==> config.mk <==
export PLATFORM = sky130hd
export DESIGN_NAME = pds_cycle_engine
export DESIGN_NICKNAME = d
export VERILOG_FILES = /design/src/rtl/pds_pkg.sv /design/src/rtl/pds_sync.sv /design/src/rtl/pds_cycle_engine.sv
export SDC_FILE = /design/constraint.sdc
export NUM_CORES = 1
export LEC_CHECK = 0
export CORE_ASPECT_RATIO = 0.5
export CORE_MARGIN = 8
export CORE_UTILIZATION = 35
export DETAILED_ROUTE_END_ITERATION = 7
export GPL_ROUTABILITY_DRIVEN = 1
export SYNTH_ARGS = -nofsm -noshare
export SYNTH_HDL_FRONTEND = slang
export SYNTH_SLANG_ARGS = --single-unit
==> constraint.sdc <==
create_clock -name cpuClock -period 1.8 [get_ports cpuClock]
set_input_delay 0.18 -clock cpuClock [delete_from_list [all_inputs] [get_ports cpuClock]]
set_output_delay 0.18 -clock cpuClock [all_outputs]
set_load 0.005 [all_outputs]
==> src/rtl/pds_pkg.sv <==
// Shared types and constants for the 68030-to-PDS bus-cycle engine.
// Imported by the synchroniser and the cycle engine.
package pds_pkg;

    typedef enum logic [2:0] {
        IDLE,
        START,
        WAIT_DT,
        E_LOW,
        E_HIGH,
        ACK,
        BERR
    } cycleState_t;

    localparam logic [1:0] SIZ_LONG  = 2'b00;
    localparam logic [1:0] SIZ_BYTE  = 2'b01;
    localparam logic [1:0] SIZ_WORD  = 2'b10;
    localparam logic [1:0] SIZ_3BYTE = 2'b11;

    localparam logic [2:0] FC_CPU      = 3'h7;
    localparam logic [3:0] IACK_REGION = 4'hF;

    // Active-high {upper, lower} data strobe selection.
    function automatic logic [1:0] laneSelect(
        input logic       rnw,
        input logic [1:0] size,
        input logic       a0
    );
        logic upper;
        logic lower;
        upper = rnw | ~a0;
        lower = rnw | a0 | (size != SIZ_BYTE);
        return {upper, lower};
    endfunction

endpackage

==> src/rtl/pds_sync.sv <==
// Multi-stage synchroniser for one asynchronous PDS input,
// with single-cycle rise and fall pulses on the synced level.
module pds_sync
    import pds_pkg::*;
#(
    parameter int   STAGES    = 2,
    parameter logic RESET_VAL = 1'b1
) (
    input  logic cpuClock,
    input  logic npdsReset,
    input  logic asyncIn,
    output logic syncOut,
    output logic rise,
    output logic fall
);

    logic [STAGES-1:0] chain;
    logic              last;

    // Shift the input through the chain; keep the previous synced level.
    always_ff @(posedge cpuClock or negedge npdsReset) begin
        if (!npdsReset) begin
            chain <= {STAGES{RESET_VAL}};
            last  <= RESET_VAL;
        end else begin
            chain <= {chain[STAGES-2:0], asyncIn};
            last  <= chain[STAGES-1];
        end
    end

    assign syncOut = chain[STAGES-1];
    assign rise    = syncOut & ~last;
    assign fall    = ~syncOut & last;

endmodule

==> src/rtl/pds_cycle_engine.sv <==
// 68030-to-16-bit PDS bus-cycle engine: strobes, E-clock cycles,
// autovectored IACK and a bus-error watchdog from one state machine.
module pds_cycle_engine
    import pds_pkg::*;
#(
    parameter int          SYNC_STAGES    = 2,
    parameter int          TIMEOUT_CYCLES = 1024,
    parameter logic [15:0] PORT16_MASK    = 16'hFFE0
) (
    input  logic       cpuClock,
    input  logic       npdsReset,
    input  logic       busOwned,
    input  logic       ncpuAS,
    input  logic       ncpuDS,
    input  logic       cpuRnW,
    input  logic [1:0] cpuSize,
    input  logic       cpuA0,
    input  logic [3:0] cpuAddrHi,
    input  logic [2:0] cpuFC,
    input  logic       npdsDtack,
    input  logic       npdsVpa,
    input  logic       pdsClockE,
    output logic       npdsAs,
    output logic       npdsUds,
    output logic       npdsLds,
    output logic       npdsVma,
    output logic [1:0] ncpuDsack,
    output logic       ncpuAvec,
    output logic       ncpuBerr,
    output logic       nbufHiEn,
    output logic       nbufLoEn,
    output logic       bufDDir
);

    localparam int CW = (TIMEOUT_CYCLES > 2) ? $clog2(TIMEOUT_CYCLES) : 1;
    localparam logic [CW-1:0] TERMINAL = CW'(TIMEOUT_CYCLES - 1);

    cycleState_t state;
    cycleState_t nextState;

    logic [CW-1:0] watchdog;
    logic          isIack;
    logic          viaVpa;
    logic          eRiseSeen;
    logic [3:0]    regionHi;

    logic dtSync;
    logic dtRise;
    logic dtFall;
    logic vpaSync;
    logic vpaRise;
    logic vpaFall;
    logic eSync;
    logic eRise;
    logic eFall;

    logic       claim;
    logic       timeout;
    logic       inStrobe;
    logic       inBuf;
    logic       autoVec;
    logic [1:0] lanes;

    logic unusedSignals;
    assign unusedSignals = ^{ncpuDS, dtRise, dtFall, vpaRise, vpaFall};

    pds_sync #(.STAGES(SYNC_STAGES), .RESET_VAL(1'b1)) uDtack (
        .cpuClock (cpuClock),
        .npdsReset(npdsReset),
        .asyncIn  (npdsDtack),
        .syncOut  (dtSync),
        .rise     (dtRise),
        .fall     (dtFall)
    );

    pds_sync #(.STAGES(SYNC_STAGES), .RESET_VAL(1'b1)) uVpa (
        .cpuClock (cpuClock),
        .npdsReset(npdsReset),
        .asyncIn  (npdsVpa),
        .syncOut  (vpaSync),
        .rise     (vpaRise),
        .fall     (vpaFall)
    );

    pds_sync #(.STAGES(SYNC_STAGES), .RESET_VAL(1'b1)) uClockE (
        .cpuClock (cpuClock),
        .npdsReset(npdsReset),
        .asyncIn  (pdsClockE),
        .syncOut  (eSync),
        .rise     (eRise),
        .fall     (eFall)
    );

    assign claim = ~ncpuAS & busOwned &
                   ((cpuFC != FC_CPU) | (cpuAddrHi == IACK_REGION));
    assign timeout = (watchdog == TERMINAL);

    // State register.
    always_ff @(posedge cpuClock or negedge npdsReset) begin
        if (!npdsReset) begin
            state <= IDLE;
        end else begin
            state <= nextState;
        end
    end

    // Next state: abort > DTACK > timeout > VPA.
    always_comb begin
        nextState = state;
        unique case (state)
            IDLE: begin
                if (claim) nextState = START;
            end
            START: begin
                if (ncpuAS)       nextState = IDLE;
                else if (timeout) nextState = BERR;
                else              nextState = WAIT_DT;
            end
            WAIT_DT: begin
                if (ncpuAS)        nextState = IDLE;
                else if (!dtSync)  nextState = ACK;
                else if (timeout)  nextState = BERR;
                else if (!vpaSync) nextState = E_LOW;
            end
            E_LOW: begin
                if (ncpuAS)       nextState = IDLE;
                else if (timeout) nextState = BERR;
                else if (!eSync)  nextState = E_HIGH;
            end
            E_HIGH: begin
                if (ncpuAS)                  nextState = IDLE;
                else if (timeout)            nextState = BERR;
                else if (eRiseSeen && eFall) nextState = ACK;
            end
            ACK, BERR: begin
                if (ncpuAS) nextState = IDLE;
            end
            default: nextState = IDLE;
        endcase
    end

    // Watchdog and per-cycle context captured while idle.
    always_ff @(posedge cpuClock or negedge npdsReset) begin
        if (!npdsReset) begin
            watchdog  <= '0;
            isIack    <= 1'b0;
            viaVpa    <= 1'b0;
            eRiseSeen <= 1'b0;
            regionHi  <= '0;
        end else begin
            if (state == IDLE) begin
                watchdog <= '0;
                isIack   <= (cpuFC == FC_CPU);
                regionHi <= cpuAddrHi;
                viaVpa   <= 1'b0;
            end else begin
                if (inStrobe) watchdog <= watchdog + 1'b1;
                if (state == WAIT_DT && nextState == E_LOW) viaVpa <= 1'b1;
            end
            if (state != E_HIGH) eRiseSeen <= 1'b0;
            else if (eRise)      eRiseSeen <= 1'b1;
        end
    end

    // Output decode from the current state.
    always_comb begin
        lanes    = laneSelect(cpuRnW, cpuSize, cpuA0);
        inStrobe = (state == START) | (state == WAIT_DT) |
                   (state == E_LOW) | (state == E_HIGH);
        inBuf    = inStrobe | (state == ACK);
        autoVec  = (state == ACK) & isIack & viaVpa;
        npdsAs   = ~inBuf;
        npdsUds  = ~(inStrobe & lanes[1]);
        npdsLds  = ~(inStrobe & lanes[0]);
        npdsVma  = ~(state == E_HIGH);
        nbufHiEn = ~(inBuf & lanes[1]);
        nbufLoEn = ~(inBuf & lanes[0]);
        ncpuAvec = ~autoVec;
        ncpuBerr = ~(state == BERR);
        bufDDir  = cpuRnW;
        ncpuDsack = 2'b11;
        if (state == ACK && !autoVec) begin
            ncpuDsack = PORT16_MASK[regionHi] ? 2'b01 : 2'b10;
        end
    end

endmodule

==> impl_results.md <==
- Slew Limit Fails: 0
- # DRC: 0
- CP max stage delay: 430 ps
- IO Count: 30
- Number of flops mapped to enable cells by yosys: 0
- Mapped Cells: 153
- Post-Syn Area per Cell: 9.58 sq um
- Multi-input logic area: 702 sq um
- Die Y: 61.8 um
- Clk pin slew, worst setup/hold paths: 100 ps
- WL final: 3510 um
- Slowest CP cell: dfrtp_2
- # setup viols final: 0
- Fillers: 383
- Worst Reg-to-Reg Cells: 5
- Final Hold Viols: 0
- Max Fclk: 583 MHz
- Die X: 108 um
- Largest area contributor in the netlist: dfrtp_1
- Layout cell share with drive strength beyond 1: 0.202
- Crit Reg-Reg Startpoint: watchdog[1]
- Clk_skew: 4.04 ps
- Pleak: 0.833 nW
- Top delay family on crit path: buffers and inverters
- WHS: 267 ps
- Post-DR wirelength/cell: 14.2 um
- H-tree levels: 1
- Global-route congestion overflow total: 0
- Final nets: 214
- Post-synthesis sequential area ratio: 0.467
- Crit path DAT: 1530 ps
- Layout Area Growth over Synthesis: 32.0%
- Met3 wire len: 172 um
- Via count: 1282
- PortBufs: 28
- Worst setup margin: 85.7 ps
- Synth cell types: 48
- Max Buffers Root-to-Sink: 2
- Largest net degree at the start of global routing: 28
- Rel. slew slack: 0.776
- CP startpoint kind: flip-flop
- CTS tree: yes
- CTS Buf Count: 3
- Core ar.: 3960 sq um
- Synth Cell Area: 1470 sq um
- DRT Pass-1 Iters: 4
- End of the worst register-to-register path: viaVpa
- #FFs+latches synth: 27
- Critical Path RT: 1620 ps
- Initial antenna violation count: 0
- Placed instance area: 1830 sq um
- Period Utilization, post-route: 0.952
- DRT iter0 DRCs: 61
- Most frequent cells in the layout: 21 x nand2_1, 18 x dfrtp_1, 18 x clkdlybuf4s50_1
- Std cell rows: 16
- RSZ-0062 raised after global routing: true
- Vias in the first global route: 1250
- Final cell count without fillers: 247
- Top cell type's share of synthesized area: 0.341
- First-pass GRT wire length: 5900 um
- CTS Sinks: 27
- GRT Total Usage: 0.112
- Worst min-delay path category: in -> async
- Cell area after layout: 1940 sq um
- Met2 wire len: 1690 um
- Status: complete, no violations
- Max_cap viols: 0
- Tmin final: 1710 ps
- Net Count, Synth: 173
- DRT antenna net count: 0
- Storage cell area: 687 sq um
- Pre-CTS setup slack: -126 ps
- Worst path bufs/invs: 2
- Crit-path cells: or2_1, buf_4, nand2_4, nand3_1, dlygate4sd2_1
- Placed insts: 238
- Vias per std cell: 5.19
- Commonest non-fill, non-tap cell in the layout: nand2_1
- Worst slew pin tran: 336 ps
- Initial Util: 0.370
- Ant diodes: 0
- R2r setup slk: 190 ps
- Met1 WL: 1610 um
- Critical path class: reg -> out
- HPWL after DPL: 2570 um
- Latest clock arrival within the worst-skew pair: 280 ps
- Synth area leaders: dfrtp_1 34%, dfstp_2 13%, nand2_1 5.4%, a21oi_1 3.4%, a31oi_1 2.6%
- Yosys warns: 0
- Crit path max fanout: 7
- Power density cells: 746 nW/um^2
- Worst vdd ir: 0.318 mV
- DR top layer: met4
- Share of flip-flops with an asynchronous set or reset: 1.00
- CP endpoint kind: output port
- Ys flop type: dfrtp_1
- Root Buffer: clkbuf_8
- Die Area: 6640 sq um
- Placer congestion estimate: 0.749
## through the flow
step | power (mW) | setup TNS, ps | util
CTS | 1.45 | 0 | 0.482
global placement | 1.08 | -205 | 0.463
floorplan | 0.909 | 0 | -
finish | 1.44 | 0 | 0.488
global route | 1.53 | -18.2 | 0.488
detailed placement | 1.09 | -246 | 0.463
## where the power goes
group | total, mW | internal [mW] | switching [mW]
registers | 0.694 | 0.660 | 0.0335
logic | 0.391 | 0.194 | 0.196
clock network | 0.359 | 0.157 | 0.202
## final cells by class
| class | instances | share of cell area |
|---|---|---|
| multi-input cells | 111 | 0.363 |
| flip-flops and latches | 27 | 0.355 |
| repair buffers | 45 | 0.211 |
| well taps | 54 | 0.0349 |
| clock buffers | 3 | 0.0213 |
| inverters | 6 | 0.0116 |
| clock inverters | 1 | 0.00388 |
## how the worst max path moves through the flow
stage | slack (ps) | to | cells past startpoint | start
floorplan | 370 | watchdog[6] | 5 | watchdog[0]
CTS | 3 | ncpuDsack[1] | 5 | state[0]
global placement | -110 | npdsLds | 4 | cpuA0
global route | -20 | ncpuDsack[0] | 6 | state[0]
detailed placement | -130 | npdsLds | 4 | cpuA0
finish | 90 | npdsUds | 5 | state[1]
## what timing repair did
| action | CTS | global route |
|---|---|---|
| hold endpoints to repair | 0 | 0 |
| endpoints found under the setup margin | 10 | 4 |
| setup buffers | 3 | 2 |
| gates resized for setup | 14 | 4 |
| hold buffers | 0 | 0 |
## per-layer routing
| metal | track usage | vias up |
|---|---|---|
| li1 | - | 638 |
| met5 | 0 | - |
| met4 | 0.0391 | 0 |
| met1 | 0.131 | 620 |
| met2 | 0.196 | 22 |
| met3 | 0.0340 | 2 |
## cells by family after synthesis
group,Yosys count,synth area share
AND/OR/NAND/NOR,66,0.247
AO/OA/AOI/OAI,41,0.195
flip-flops,27,0.467
buffers and inverters,15,0.0631
multiplexers,2,0.0137
XOR/XNOR,1,0.00597
adder cells (fa/ha/maj),1,0.00853
## registers in the layout (all words and copies together), names as in the netlist
register and cells:
eRiseSeen 1, isIack 1, regionHi 4, state 3
uClockE.chain 2, uClockE.last 1, uDtack.chain 2, uVpa.chain 2
viaVpa 1, watchdog 10
## cell usage after synthesis, types with 3 or more instances
cell type and number:
a21oi_1 10, nor2_1 6, nor3_1 4, dfstp_2 7, and2_1 3, dfrtp_1 20
a31oi_1 6, inv_1 5, buf_6 3, buf_4 3, nand2_1 21, nand4_1 5
o21ai_0 3, or3_1 3, and3_1 4, o21ai_1 4, nand3_1 5, a41oi_1 3
No activity file was read; power rests on OpenSTA's default activity.
